==> src/rtl/clock_pkg.sv <==
// Shared clock-display definitions: scan FSM states, digit indices and
// edit-pair codes (the pair codes are also used by the control unit).
package clock_pkg;

  typedef enum logic {
    S_BLANK = 1'b0,
    S_DRIVE = 1'b1
  } scan_state_t;

  localparam logic [1:0] DIG_MIN_ONES  = 2'd0;
  localparam logic [1:0] DIG_MIN_TENS  = 2'd1;
  localparam logic [1:0] DIG_HOUR_ONES = 2'd2;
  localparam logic [1:0] DIG_HOUR_TENS = 2'd3;

  localparam logic [1:0] EDIT_NONE = 2'b00;
  localparam logic [1:0] EDIT_MIN  = 2'b01;
  localparam logic [1:0] EDIT_HOUR = 2'b10;
  localparam logic [1:0] EDIT_ALL  = 2'b11;

  // True when digit idx belongs to the pair selected for editing.
  function automatic logic pair_member(input logic [1:0] idx, input logic [1:0] edit);
    case (edit)
      EDIT_MIN:  pair_member = (idx == DIG_MIN_ONES) || (idx == DIG_MIN_TENS);
      EDIT_HOUR: pair_member = (idx == DIG_HOUR_ONES) || (idx == DIG_HOUR_TENS);
      EDIT_ALL:  pair_member = 1'b1;
      default:   pair_member = 1'b0;
    endcase
  endfunction

endpackage

==> src/rtl/display_scan_controller_blink_gen.sv <==
// Blink phase generator: counts scan frames, toggles the phase every
// BLINK_FRAMES frames and restarts visible whenever the edit pair changes.
module blink_gen #(
  parameter int BLINK_FRAMES = 50
) (
  input  logic       i_Clock,
  input  logic       i_Reset_n,
  input  logic [1:0] i_Edit,
  input  logic       i_Frame_Wrap,
  output logic       o_Phase_Next
);
  import clock_pkg::*;

  localparam int BW = (BLINK_FRAMES > 1) ? $clog2(BLINK_FRAMES) : 1;

  logic [BW-1:0] frame_cnt_reg;
  logic [BW-1:0] frame_cnt_next;
  logic          phase_reg;
  logic [1:0]    edit_prev_reg;
  logic          edit_changed;

  assign edit_changed = (i_Edit != edit_prev_reg);

  // The phase look-ahead lets the top decide suppression on the same edge
  // that starts a new frame.
  always_comb begin
    frame_cnt_next = frame_cnt_reg;
    o_Phase_Next   = phase_reg;
    if (edit_changed) begin
      frame_cnt_next = '0;
      o_Phase_Next   = 1'b0;
    end else if (i_Frame_Wrap) begin
      if (frame_cnt_reg == BW'(BLINK_FRAMES - 1)) begin
        frame_cnt_next = '0;
        o_Phase_Next   = ~phase_reg;
      end else begin
        frame_cnt_next = frame_cnt_reg + BW'(1);
      end
    end
  end

  always_ff @(posedge i_Clock or negedge i_Reset_n) begin
    if (!i_Reset_n) begin
      frame_cnt_reg <= '0;
      phase_reg     <= 1'b0;
      edit_prev_reg <= EDIT_NONE;
    end else begin
      frame_cnt_reg <= frame_cnt_next;
      phase_reg     <= o_Phase_Next;
      edit_prev_reg <= i_Edit;
    end
  end

endmodule

==> src/rtl/display_scan_controller.sv <==
// Four-digit seven-segment scan controller with blank gaps, edit blinking and
// seconds dot. Define LEADING_ZERO_BLANK_EN to hide a zero hours-tens digit.
module display_scan_controller #(
  parameter int SCAN_DIV     = 25000,
  parameter int BLANK_CYCLES = 500,
  parameter int BLINK_FRAMES = 50
) (
  input  logic       i_Clock,
  input  logic       i_Reset_n,
  input  logic [3:0] i_Hours_Tens,
  input  logic [3:0] i_Hours_Ones,
  input  logic [3:0] i_Minutes_Tens,
  input  logic [3:0] i_Minutes_Ones,
  input  logic [1:0] i_Display_Enable_Digits,
  input  logic       i_Display_Enable_Dot,
  input  logic       i_Seconds_Tick,
  output logic [3:0] o_Digit_Select,
  output logic [3:0] o_BCD,
  output logic       o_Dot,
  output logic       o_Blank
);
  import clock_pkg::*;

  localparam int DRIVE_CYCLES = SCAN_DIV - BLANK_CYCLES;
  localparam int CW           = $clog2(SCAN_DIV + 1);

  scan_state_t   state_reg;
  logic [CW-1:0] slot_cnt_reg;
  logic [1:0]    idx_reg;
  logic          supp_reg;
  logic          dot_phase_reg;

  logic       blank_done;
  logic       drive_done;
  logic       frame_wrap;
  logic [1:0] idx_next;
  logic [1:0] idx_now;
  logic [3:0] bcd_sel;
  logic       blink_phase_next;
  logic       lead_zero;
  logic       supp_next;
  logic       supp_now;
  logic       drive_next;
  logic       dot_phase_next;

  assign blank_done = (state_reg == S_BLANK) && (slot_cnt_reg == CW'(BLANK_CYCLES - 1));
  assign drive_done = (state_reg == S_DRIVE) && (slot_cnt_reg == CW'(DRIVE_CYCLES - 1));
  assign idx_next   = idx_reg + 2'd1;
  assign frame_wrap = blank_done && (idx_next == DIG_MIN_ONES);

  always_comb begin
    case (idx_next)
      DIG_MIN_ONES:  bcd_sel = i_Minutes_Ones;
      DIG_MIN_TENS:  bcd_sel = i_Minutes_Tens;
      DIG_HOUR_ONES: bcd_sel = i_Hours_Ones;
      default:       bcd_sel = i_Hours_Tens;
    endcase
  end

  blink_gen #(
    .BLINK_FRAMES(BLINK_FRAMES)
  ) u_blink_gen (
    .i_Clock      (i_Clock),
    .i_Reset_n    (i_Reset_n),
    .i_Edit       (i_Display_Enable_Digits),
    .i_Frame_Wrap (frame_wrap),
    .o_Phase_Next (blink_phase_next)
  );

`ifdef LEADING_ZERO_BLANK_EN
  assign lead_zero = (idx_next == DIG_HOUR_TENS) && (bcd_sel == 4'd0);
`else
  assign lead_zero = 1'b0;
`endif

  // Suppression is decided once at slot entry and held for the slot.
  assign supp_next      = (blink_phase_next && pair_member(idx_next, i_Display_Enable_Digits)) || lead_zero;
  assign supp_now       = blank_done ? supp_next : supp_reg;
  assign idx_now        = blank_done ? idx_next : idx_reg;
  assign drive_next     = blank_done || ((state_reg == S_DRIVE) && !drive_done);
  assign dot_phase_next = i_Display_Enable_Dot ? (dot_phase_reg ^ i_Seconds_Tick) : 1'b0;

  always_ff @(posedge i_Clock or negedge i_Reset_n) begin
    if (!i_Reset_n) begin
      state_reg      <= S_BLANK;
      slot_cnt_reg   <= '0;
      idx_reg        <= DIG_HOUR_TENS;
      supp_reg       <= 1'b0;
      dot_phase_reg  <= 1'b0;
      o_Digit_Select <= 4'b1111;
      o_BCD          <= 4'd0;
      o_Dot          <= 1'b0;
      o_Blank        <= 1'b1;
    end else begin
      dot_phase_reg <= dot_phase_next;
      // The dot follows its enable and phase every cycle, not only at slot entry.
      o_Dot <= drive_next && (idx_now == DIG_HOUR_ONES) && i_Display_Enable_Dot &&
               dot_phase_next && !supp_now;
      case (state_reg)
        S_BLANK: begin
          if (blank_done) begin
            state_reg      <= S_DRIVE;
            slot_cnt_reg   <= '0;
            idx_reg        <= idx_next;
            o_BCD          <= bcd_sel;
            supp_reg       <= supp_next;
            o_Digit_Select <= supp_next ? 4'b1111 : ~(4'b0001 << idx_next);
            o_Blank        <= supp_next;
          end else begin
            slot_cnt_reg <= slot_cnt_reg + CW'(1);
          end
        end
        S_DRIVE: begin
          if (drive_done) begin
            state_reg      <= S_BLANK;
            slot_cnt_reg   <= '0;
            o_Digit_Select <= 4'b1111;
            o_Blank        <= 1'b1;
          end else begin
            slot_cnt_reg <= slot_cnt_reg + CW'(1);
          end
        end
        default: begin
          state_reg    <= S_BLANK;
          slot_cnt_reg <= '0;
        end
      endcase
    end
  end

endmodule

==> config.mk <==
export PLATFORM = sky130hd
export DESIGN_NAME = display_scan_controller
export DESIGN_NICKNAME = d
export VERILOG_FILES = /design/src/rtl/clock_pkg.sv /design/src/rtl/display_scan_controller_blink_gen.sv /design/src/rtl/display_scan_controller.sv
export SDC_FILE = /design/constraint.sdc
export NUM_CORES = 1
export LEC_CHECK = 0
export ABC_AREA = 1
export BUFFER_PORTS_ARGS = -buffer_cell sky130_fd_sc_hd__buf_2
export CORE_MARGIN = 10
export CORE_UTILIZATION = 55
export DETAILED_ROUTE_END_ITERATION = 8
export HOLD_SLACK_MARGIN = 0.12
export PLACE_DENSITY = 0.77
export SETUP_SLACK_MARGIN = 0.5
export SLEW_MARGIN = 10
export SYNTH_ARGS = -nofsm -noshare
export SYNTH_HDL_FRONTEND = slang
export SYNTH_SLANG_ARGS = --single-unit
==> constraint.sdc <==
create_clock -name i_Clock -period 2.4 [get_ports i_Clock]
set_input_delay 0.24 -clock i_Clock [delete_from_list [all_inputs] [get_ports i_Clock]]
set_output_delay 0.24 -clock i_Clock [all_outputs]
set_load 0.02 [all_outputs]
==> summary.md, run 1 <==
| Metric | Value |
|---|---|
| Status | finished clean |
| Worst r2r src | slot_cnt_reg[0]$_DFF_PN0_ |
| Slowest cell on the critical path | dfrtp_1 |
| Flop2flop setup slack | 0.64 ns |
| ANT cells | 0 |
| # DRC | 0 |
| Fillers | 296 |
| Critical Path End Type | flop |
| Setup TNS | 0 ns |
| Mean area per synthesized cell | 8.21 um2 |
| Hold Path Sink | dot_phase_reg$_DFF_PN0_ |
| Vias in the first global route | 1,845 |
| GRT Total Usage | 14.5% |
| Sequential fraction of the synthesis area | 46.3% |
| Max rail drop VDD | 0.000380 V |
| Clock buffer depth | 2 |
| Hold slack | 0.188 ns |
| HP Class | in2reg |
| # H-tree levels | 2 |
| FMAX | 567 MHz |
| Number of distinct library cells after synthesis | 29 |
| Synth Register Bits | 39 |
| Clk Latency, worst-skew pair | 0.29 ns |
| Slew @ Worst Pin | 0.840 ns |
| FF-to-FF path depth | 10 |
| Final hold violation count | 0 |
| Period utilization | 73.5% |
| P_leak | 1.21 nW |
| Final slew viol count | 0 |
| Relative slew margins | 44.0% |
| CTS Sinks | 39 |
| Power, Total | 1.31 mW |
| Unrepaired setup endpoints after global routing | false |
| Chip width | 82.2 um |
| Nets@finish | 331 |
| Gp weighted congestion | 0.894 |
| Hold path depth | 3 |
| Post-DRT Antenna Nets | 0 |
| Area of the core | 3690 um2 |
| Ys flop type | dfrtp_1 |
| Critical Path RT | 2.57 ns |
| Area Overhead vs Synth | 18.1% |
| Max FO, Critical Path | 14 |
| Warnings from Yosys | 0 |
| Slowest stage delay, CP | 0.37 ns |
| Post-detail-place hpwl | 3400 um |
| Clock skew | 0.00662 ns |
| Clock Root Buffer | clkbuf_8 |
| Layout cells sized above 1 | 24.8% |
| CP Cell Sequence | ha_2 -> nand2_1 -> nor2_4 -> nand2_2 -> nor2_4 -> nand2_4 -> nand2_4 -> inv_1 -> o21ai_0 -> a21oi_1 |
| Vias | 1,812 |
| Drt first pass iters | 4 |
| Initial drt markers | 77 |
| Starting Density | 57.7% |
| Hold_sp | i_Display_Enable_Dot |
| Syn Inst Count | 259 |
| Detail-routed via count per cell | 5.18 |
| Post-synth EDFFs | 0 |
| First-pass GRT wire length | 7790 um |
| DR WL/cell | 12.9 um |
| Largest net degree at the start of global routing | 40 |
| Die ar. | 6750 um2 |
| Minimum clock period after layout | 1.76 ns |
| Die Height | 82.2 um |
| Pwr dens | 520 nW/um2 |
| Arr. time, crit path | 1.94 ns |
| Remaining Overflow, GRT | 0 |
| Max_cap viols | 0 |
| Clock slew at reported path FFs | 0.08 ns |
| Post-synthesis cell area | 2130 um2 |
| Initial antenna violation count | 0 |
| DRT Wirelength | 4500 um |
| Number of flip-flops in the largest register | 15 |
| FF-to-FF End | slot_cnt_reg[8]$_DFF_PN0_ |
| # rows | 22 |
| Syn nets | 289 |
| Port bufs | 31 |
| CTS tree | yes |
| Synth async-reset ratio | 100% |
| Crit path launch type | flop |
| Num CTS Buffers | 5 |
| Final setup viols | 0 |
| Setup CP Type | reg2reg |
| Top Ports | 32 |
-- cells by family (layout without fill, tap and decap cells) --
family	after synthesis	count (layout)	share of synthesized area (%)
AOI/OAI and AO/OA	39	39	10.9
xor gates and xnor gates	7	7	2.88
and+or+nand+nor	123	123	26.9
DFF	39	39	46.3
muxes	1	1	0.529
buffers and inverters	42	85	7.82
adders and majority gates	8	8	4.71
-- final cells by class --
| class | count | area, um2 | area share [%] |
|---|---|---|---|
| multi-input cells | 178 | 991 | 39.5 |
| inverters | 40 | 150 | 5.98 |
| well taps | 48 | 60.1 | 2.39 |
| clock buffers | 6 | 82.6 | 3.29 |
| repair buffers | 37 | 208 | 8.27 |
| flip-flops and latches | 39 | 985 | 39.2 |
| clock inverters | 2 | 35.0 | 1.40 |
-- through the flow --
stage / utilization [%] / instance area (um2) / cells / setup slack (ns)
6_report: 68.1 / 2510 / 350 / 0.636
2_1_floorplan: - / 2130 / 259 / 0.794
4_1_cts: 67.1 / 2470 / 347 / 0.529
5_1_grt: 68.1 / 2510 / 350 / 0.479
3_3_place_gp: 63.1 / 2330 / 336 / 0.639
3_5_place_dp: 63.1 / 2330 / 336 / 0.550
-- metal layers --
| metal | vias up | wire length, um | GRT usage, % |
|---|---|---|---|
| met3 | 5 | 397 | 5.08 |
| met5 | - | 0 | 0 |
| met2 | 56 | 2050 | 24.0 |
| met4 | 0 | 57 | 5.44 |
| li1 | 921 | - | - |
| met1 | 830 | 2000 | 16.9 |
-- power by group --
group          switching, mW  internal (mW)
Sequential           0.00529          0.665
Combinational         0.0428         0.0322
Clock                  0.224          0.336
-- synth_stat cells (all sizes together), types with 6 or more instances --
cell	number	share of area [%]
nor2	28	6.1
ha	8	4.7
nand4	7	2.1
dfrtp	32	38
o21ai	16	3.8
nand2	59	11
dfstp	7	8.6
nand3	15	3.5
nor3	9	2.1
inv	40	7.1
a21oi	13	3.6
xor2	6	2.5
-- worst max path at each step --
| stage | from | endpoint | slack [ns] |
|---|---|---|---|
| after floorplan | idx_reg[1]$_DFFE_PN1N_ | o_Blank$_DFFE_PN1P_ | 0.79 |
| after global placement | slot_cnt_reg[0]$_DFF_PN0_ | slot_cnt_reg[8]$_DFF_PN0_ | 0.64 |
| after detailed placement | slot_cnt_reg[0]$_DFF_PN0_ | slot_cnt_reg[8]$_DFF_PN0_ | 0.55 |
| after CTS | slot_cnt_reg[0]$_DFF_PN0_ | slot_cnt_reg[8]$_DFF_PN0_ | 0.53 |
| after global routing | slot_cnt_reg[0]$_DFF_PN0_ | o_Digit_Select[1]$_DFFE_PN1P_ | 0.48 |
| final | slot_cnt_reg[0]$_DFF_PN0_ | slot_cnt_reg[8]$_DFF_PN0_ | 0.64 |
-- repair_timing --
action / 4_1_cts / 5_1_grt
hold buffers: 3 / 0
hold endpoints to repair: 34 / 0
gates resized for setup: 0 / 5
setup buffers: 0 / 3
setup endpoints to repair: 0 / 12
-- critical path, delay by kind of cell (launching register included) --
family	cells	cell delay, ns
DFF	1	0.37
adders and majority gates	1	0.20
AOI/OAI and AO/OA	2	0.17
buffers and inverters	1	0.10
and+or+nand+nor	6	0.79
-- placed cells by master (no fill, tap or decap) --
cell type and n:
nand4_1 7, nand2_4 2, mux2_2 1, a21oi_1 12
a31oi_1 1, o21ai_0 16, xnor2_1 1, a32oi_1 1
or2_2 3, nor2_1 23, o22ai_1 4, a22o_1 4
dfstp_2 7, clkinv_2 1, nor3b_1 1, nand2_2 6
inv_1 34, bufinv_16 1, dfrtp_1 32, ha_1 6
clkbuf_8 6, nand2_1 51, nor3_1 9, dlygate4sd3_1 3
nand3_1 15, a21oi_4 1, nor2_4 3, buf_4 3
xor2_1 6, nor2_2 2, inv_2 6, buf_2 31
nand3b_1 1, ha_2 2
Power figures use the tool's default switching activity.
==> run 2: changes to the inputs <==
==> constraint.sdc (replaced) <==
create_clock -name i_Clock -period 1.7 [get_ports i_Clock]
set_input_delay 0.17 -clock i_Clock [delete_from_list [all_inputs] [get_ports i_Clock]]
set_output_delay 0.17 -clock i_Clock [all_outputs]
set_load 0.02 [all_outputs]
==> run 2 against run 1 <==
Sequential share of layout area fell by 4.8 points; critical path depth fell by 1; utilization rose by 9.4 points; clock power rose by 22%; sequential power rose by 41%; combinational power rose by 69%; total power rose by 35%; final cell count rose by 6.6%; via count rose by 9.9%; hold slack got worse by 0.051 ns; count of clock-buffer cells in the layout rose by 2; critical path type unchanged; critical endpoint is now o_Dot$_DFF_PN0_; largest power group unchanged; highest routed layer unchanged.
==> summary.md, run 2 (same netlist as run 1, synthesis figures left out) <==
| Metric | Value |
|---|---|
| Layout cells sized above 1 | 40.6% (+16 points) |
| Clk Latency, worst-skew pair | 0.29 ns (about the same) |
| DRT Wirelength | 5410 um (+20%) |
| Setup TNS | 0 ns (unchanged) |
| Net load switching power | 393 uW (+44%) |
| Max FO, Critical Path | 8 (-6) |
| FF-to-FF End | o_Dot$_DFF_PN0_ |
| Crit. Startpoint | slot_cnt_reg[10]$_DFF_PN0_ |
| First-pass GRT wire length | 8600 um (+10%) |
| Die ar. | 6750 um2 (unchanged) |
| Gp weighted congestion | 0.942 (+5.5%) |
| Power, Total | 1.76 mW (+35%) |
| Crit path capture | o_Dot$_DFF_PN0_ |
| Combinational share of power | 7.2% (+1.5 points) |
| Area of the core | 3690 um2 (unchanged) |
| P_leak | 1.36 nW (+12%) |
| Largest net degree at the start of global routing | 40 (unchanged) |
| Nets@finish | 354 (+6.9%) |
| FMAX | 596 MHz (+5.1%) |
| Number of flip-flops in the largest register | 15 (unchanged) |
| Max_cap viols | 0 (unchanged) |
| # H-tree levels | 2 (unchanged) |
| Internal power | 1.37 mW (+32%) |
| Place WS | -0.0150 ns (-0.565 ns) |
| Vias | 1,991 (+9.9%) |
| Crit path depth | 9 (-1) |
| Num CTS Buffers | 5 (unchanged) |
| Critical Path End Type | flop |
| Clock skew | 0.00492 ns (-0.00170 ns) |
| ANT cells | 0 (unchanged) |
| Commonest non-fill, non-tap cell in the layout | nand2_1 |
| Most frequent cells in the layout | 40 x nand2_1, 32 x dfrtp_1, 31 x buf_2 |
| FF/Latch Area | 985 um2 (unchanged) |
| Fillers | 236 (-20%) |
| Flop2flop setup slack | 0.02 ns (-0.61 ns) |
| Period utilization | 98.7% (+25 points) |
| Initial antenna violation count | 0 (unchanged) |
| Unrepaired setup endpoints after global routing | true |
| Starting Density | 57.7% (unchanged) |
| Initial drt markers | 102 (+32%) |
| Sequential share of power | 53.8% (+2.5 points) |
| Crit path launch type | flop |
| CP top delay family | simple AND/OR/NAND/NOR gates |
| WP buf/inv | 1 (unchanged) |
| Minimum clock period after layout | 1.68 ns (-0.0851 ns) |
| Max rail drop VDD | 0.000481 V (+27%) |
| Detail-routed via count per cell | 5.34 (+3.1%) |
| Post-detail-place hpwl | 3570 um (+5.1%) |
| Slowest cell on the critical path | dfrtp_1 |
| Switching part of the total | 22.3% (+1.5 points) |
| Setup ws final | 0.0214 ns (-0.615 ns) |
| Clock Root Buffer | clkbuf_8 |
| HP Class | in2reg |
| Clock slew at reported path FFs | 0.08 ns (about the same) |
| Final setup viols | 0 (unchanged) |
| Worst r2r src | slot_cnt_reg[10]$_DFF_PN0_ |
| Vias in the first global route | 1,879 (+1.8%) |
| Chip width | 82.2 um (unchanged) |
| Status | finished clean |
| Remaining Overflow, GRT | 0 (unchanged) |
| Relative slew margins | 73.8% (+30 points) |
| Post-DRT Antenna Nets | 0 (unchanged) |
| CTS Sinks | 39 (unchanged) |
| Area Overhead vs Synth | 34.4% |
| Final hold violation count | 0 (unchanged) |
| Top Ports | 32 (unchanged) |
| GRT Total Usage | 16.2% (+1.7 points) |
| Arr. time, crit path | 1.90 ns (-0.04 ns) |
| DR WL/cell | 14.5 um (+13%) |
| Setup CP Type | reg2reg |
| Clock buffer depth | 2 (unchanged) |
| Final slew viol count | 0 (unchanged) |
| Slowest stage delay, CP | 0.42 ns (+0.05 ns) |
| Drt first pass iters | 4 (unchanged) |
| Slew @ Worst Pin | 0.391 ns (-0.449 ns) |
| Critical Path RT | 1.92 ns (-0.65 ns) |
| Pwr dens | 615 nW/um2 (+18%) |
| # DRC | 0 (unchanged) |
| Port bufs | 31 (unchanged) |
| FF-to-FF path depth | 9 (-1) |
| # rows | 22 (unchanged) |
| CP Cell Sequence | inv_2 -> nand2_1 -> nor2_2 -> nand2_2 -> nor2_4 -> nand2_4 -> xor2_2 -> nand4_1 -> nor2_1 |
| Die Height | 82.2 um (unchanged) |
| CTS tree | yes |
| Area of the multi-input gates | 1170 um2 (+18%) |
| Clock power share | 39.0% (-3.9 points) |
## run 2: cell count changes in the layout (fill, tap and decap cells not counted), sizes merged
cell,change
nand2,+2
clkbuf,+2
buf,+20
clkinv,-1
bufinv,-1
dlygate4sd3,+1
## run 2: cell type report
class,count,area share [%]
clock buffers,8,3.50
inverters,40,5.43
multi-input cells,180,41.0
flip-flops and latches,39,34.4
well taps,48,2.10
repair buffers,58,13.6
## run 2: worst min path at each step
stage                              start                   endpoint  slack [ns]  cells past startpoint
after detailed placement       i_Reset_n  slot_cnt_reg[0]$_DFF_PN0_        0.16                      2
after CTS                 i_Seconds_Tick    dot_phase_reg$_DFF_PN0_        0.14                      4
final                     i_Seconds_Tick    dot_phase_reg$_DFF_PN0_        0.14                      4
after global routing      i_Seconds_Tick    dot_phase_reg$_DFF_PN0_        0.13                      4
after global placement         i_Reset_n  slot_cnt_reg[3]$_DFF_PN0_        0.15                      2
after floorplan                i_Reset_n    dot_phase_reg$_DFF_PN0_       -0.13                      0
## run 2: timing repair
action / CTS / global route
hold buffers: 4 / 0
setup endpoints to repair: 35 / 35
pin swaps: 12 / 7
endpoints found under the hold margin: 42 / 0
setup buffers: 14 / 5
resized for setup: 20 / 12
cloned: 1 / 1
## run 2: routing by layer
layer,GRT usage [%],share of wire (%),vias up
li1,-,-,971
met1,19.5,41,941
met2,26.7,49,67
met3,5.08,8.0,12
met4,5.44,1.9,0
met5,0,0,-
## run 2: tightest hold or removal path, cell delays in order
cell     delay, ns
buf_2         0.09
nand2_1       0.04
nand2_1       0.05
nor2_1        0.05
## run 2: stage by stage
step	util (%)	hold WS, ns	cell area (um2)	std cells
floorplan	-	-0.126	2220	259
global placement	66.5	0.153	2450	340
detailed placement	66.5	0.157	2450	340
CTS	75.4	0.143	2780	367
global route	77.5	0.133	2860	373
finish	77.5	0.137	2860	373
## run 2: power groups by stage
stage / logic (mW) / registers, mW / clock network [mW]
3_5_place_dp: 0.112 / 0.964 / 0
3_3_place_gp: 0.107 / 0.963 / 0
6_report: 0.127 / 0.946 / 0.685
5_1_grt: 0.143 / 0.947 / 0.742
4_1_cts: 0.124 / 0.946 / 0.697
2_1_floorplan: 0.0511 / 0.962 / 0
==> run 3: changes to the inputs <==
--- a/config.mk
+++ b/config.mk
@@ -8,10 +8,10 @@
 export ABC_AREA = 1
 export BUFFER_PORTS_ARGS = -buffer_cell sky130_fd_sc_hd__buf_2
 export CORE_MARGIN = 10
-export CORE_UTILIZATION = 55
+export CORE_UTILIZATION = 56
 export DETAILED_ROUTE_END_ITERATION = 8
 export HOLD_SLACK_MARGIN = 0.12
-export PLACE_DENSITY = 0.77
+export PLACE_DENSITY = 0.79
 export SETUP_SLACK_MARGIN = 0.5
 export SLEW_MARGIN = 10
 export SYNTH_ARGS = -nofsm -noshare
==> run 3 against run 2 <==
The flow now finishes with violations (negative setup slack); count of clock-buffer cells in the layout is 1 lower; sequential share of layout area fell by 1.7 points; die area is 1.3% lower; hold slack improved by 0.032 ns; register-to-register slack got worse by 0.03 ns; utilization rose by 4.5 points; non-clock buffer count increased by 2; clock power increased by 12%; first-iteration DRC count is 54% higher; flip-flop and latch count did not move; routed wire length is 14% higher; maximum frequency fell by 1.5%; highest routed layer unchanged.
==> summary.md, run 3 (same netlist as run 1, synthesis figures left out) <==
| Metric | Value |
|---|---|
| Slowest stage delay, CP | 0.60 ns (+0.18 ns) |
| Starting Density | 58.1% (+0.43 points) |
| # H-tree levels | 2 (unchanged) |
| Final hold violation count | 0 (unchanged) |
| Nets@finish | 354 (unchanged) |
| DRT Wirelength | 6170 um (+14%) |
| Pwr dens | 623 nW/um2 (+1.2%) |
| Initial antenna violation count | 0 (unchanged) |
| Detail-routed via count per cell | 5.53 (+3.5%) |
| Max FO, Critical Path | 4 (-4) |
| Post-detail-place hpwl | 3600 um (+0.69%) |
| Clock skew | 0.00836 ns (+0.00345 ns) |
| Unrepaired setup endpoints after global routing | true |
| Internal power | 1.45 mW (+5.9%) |
| CP Cell Sequence | inv_2 -> ha_4 -> mux2_4 -> nand3_2 -> nand2_2 -> nand2_2 -> nand2_1 |
| Vias | 2,061 (+3.5%) |
| Critical Path End Type | flop |
| Clock buffer depth | 2 (unchanged) |
| Top Ports | 32 (unchanged) |
| Final slew viol count | 0 (unchanged) |
| Critical Path RT | 1.92 ns (about the same) |
| Slowest cell on the critical path | dfstp_2 |
| Port bufs | 31 (unchanged) |
| Max_cap viols | 0 (unchanged) |
| Die Height | 81.6 um (-0.68%) |
| Clk Latency, worst-skew pair | 0.30 ns (about the same) |
| Post-route design area | 3000 um2 (+5.0%) |
| Switching part of the total | 22.6% (+0.24 points) |
| First-pass GRT wire length | 9110 um (+5.9%) |
| Gp weighted congestion | 0.876 (-7.1%) |
| Relative slew margins | 65.8% (-8.0 points) |
| Layout Utilization | 82.0% (+4.5 points) |
| Clock Root Buffer | clkbuf_8 |
| Arr. time, crit path | 1.92 ns (+0.02 ns) |
| Drt first pass iters | 4 (unchanged) |
| Crit path launch type | flop |
| Status | finished with violations |
| GRT Total Usage | 17.3% (+1.2 points) |
| CP most frequent cell | nand2_2 |
| Number of flip-flops in the largest register | 15 (unchanged) |
| DR WL/cell | 16.5 um (+14%) |
| Placed cell areas | 2440 um2 (-0.51%) |
| Area Overhead vs Synth | 41.2% |
| Initial drt markers | 157 (+54%) |
| P_leak | 1.39 nW (+2.0%) |
| Power, Total | 1.87 mW (+6.3%) |
| Layout Cells excl Fill | 373 (unchanged) |
| Die ar. | 6660 um2 (-1.3%) |
| # DRC | 0 (unchanged) |
| Combinational share of power | 8.1% (+0.9 points) |
| Layout cells sized above 1 | 45.5% (+4.9 points) |
| Cells after DPL | 340 (unchanged) |
| Remaining Overflow, GRT | 0 (unchanged) |
| Setup ws final | -0.00428 ns (-0.0256 ns) |
| # rows | 22 (unchanged) |
| Place WS | -0.0469 ns (-0.0319 ns) |
| Post-DRT Antenna Nets | 0 (unchanged) |
| Period utilization | 100% (+1.5 points) |
| Largest net degree at the start of global routing | 40 (unchanged) |
| Max rail drop VDD | 0.000572 V (+19%) |
| Setup TNS | -0.00428 ns (-0.00428 ns) |
| Setup CP Type | reg2reg |
| CTS tree | yes |
| Area of the core | 3660 um2 (-0.75%) |
| HP Class | in2reg |
| Minimum clock period after layout | 1.70 ns (+0.0256 ns) |
| Violated checks | negative setup slack |
| Slew @ Worst Pin | 0.509 ns (+0.117 ns) |
| Net load switching power | 422 uW (+7.4%) |
| FMAX | 587 MHz (-1.5%) |
| Num CTS Buffers | 5 (unchanged) |
| Clock slew at reported path FFs | 0.08 ns (about the same) |
| Most frequent cells in the layout | 36 x nand2_1, 32 x dfrtp_1, 29 x buf_2 |
| Hold slack | 0.168 ns (+0.0317 ns) |
| Vias in the first global route | 2,007 (+6.8%) |
| Chip width | 81.6 um (-0.68%) |
| Sequential share of power | 50.7% (-3.1 points) |
| Clock power share | 41.2% (+2.2 points) |
| Final setup viols | 1 (+1) |
| Commonest non-fill, non-tap cell in the layout | nand2_1 |
| Fillers | 191 (-19%) |
| ANT cells | 0 (unchanged) |
| CTS Sinks | 39 (unchanged) |
## run 3: metal layers
| metal | vias up | routed length, um | GRT usage, % |
|---|---|---|---|
| met5 | - | 0 | 0 |
| met4 | 0 | 124 | 5.10 |
| met3 | 16 | 394 | 5.13 |
| met2 | 76 | 3100 | 29.8 |
| met1 | 1000 | 2550 | 20.5 |
| li1 | 969 | - | - |
## run 3: repair_timing
item / in CTS / in global routing
buffers inserted: 20 / 1
hold endpoints to repair: 35 / 0
hold buffers: 4 / 0
cloned: 0 / 0
setup endpoints to repair: 35 / 38
pin swaps: 22 / 9
gates resized for setup: 42 / 26
## run 3: layout make-up
| type | count | area [um2] | area share (%) |
|---|---|---|---|
| flip-flops and latches | 39 | 985 | 32.8 |
| clock inverters | 1 | 30.0 | 1.00 |
| inverters | 40 | 150 | 5.00 |
| repair buffers | 60 | 430 | 14.3 |
| clock buffers | 7 | 76.3 | 2.54 |
| multi-input cells | 178 | 1270 | 42.3 |
| well taps | 48 | 60.1 | 2.00 |
## run 3: power by group through the flow
stage,Combinational (mW),Sequential (mW),Clock (mW)
5_1_grt,0.168,0.948,0.814
2_1_floorplan,0.0511,0.962,0
3_5_place_dp,0.106,0.964,0
4_1_cts,0.143,0.947,0.775
6_report,0.152,0.948,0.770
3_3_place_gp,0.103,0.963,0
## run 3: critical path: cells and delay by family, from the launching register on
kind          cells  cell delay (ns)
fa+ha+maj         1             0.29
buf+inv           1             0.09
flops             1             0.60
mux               1             0.31
simple gates      4             0.34
## run 3: worst paths after layout
path,start,to,slack [ns],cells after the start
max in group asynchronous,i_Reset_n,idx_reg[0]$_DFFE_PN1N_,0.83,3
min in group asynchronous,i_Reset_n,slot_cnt_reg[5]$_DFF_PN0_,0.50,3
max reg2reg,idx_reg[1]$_DFFE_PN1N_,o_Digit_Select[2]$_DFFE_PN1P_,-0.004,7
min,i_Seconds_Tick,dot_phase_reg$_DFF_PN0_,0.17,4
max,idx_reg[1]$_DFFE_PN1N_,o_Digit_Select[2]$_DFFE_PN1P_,-0.004,7
min reg2reg,o_Blank$_DFFE_PN1P_,o_Blank$_DFFE_PN1P_,0.48,2
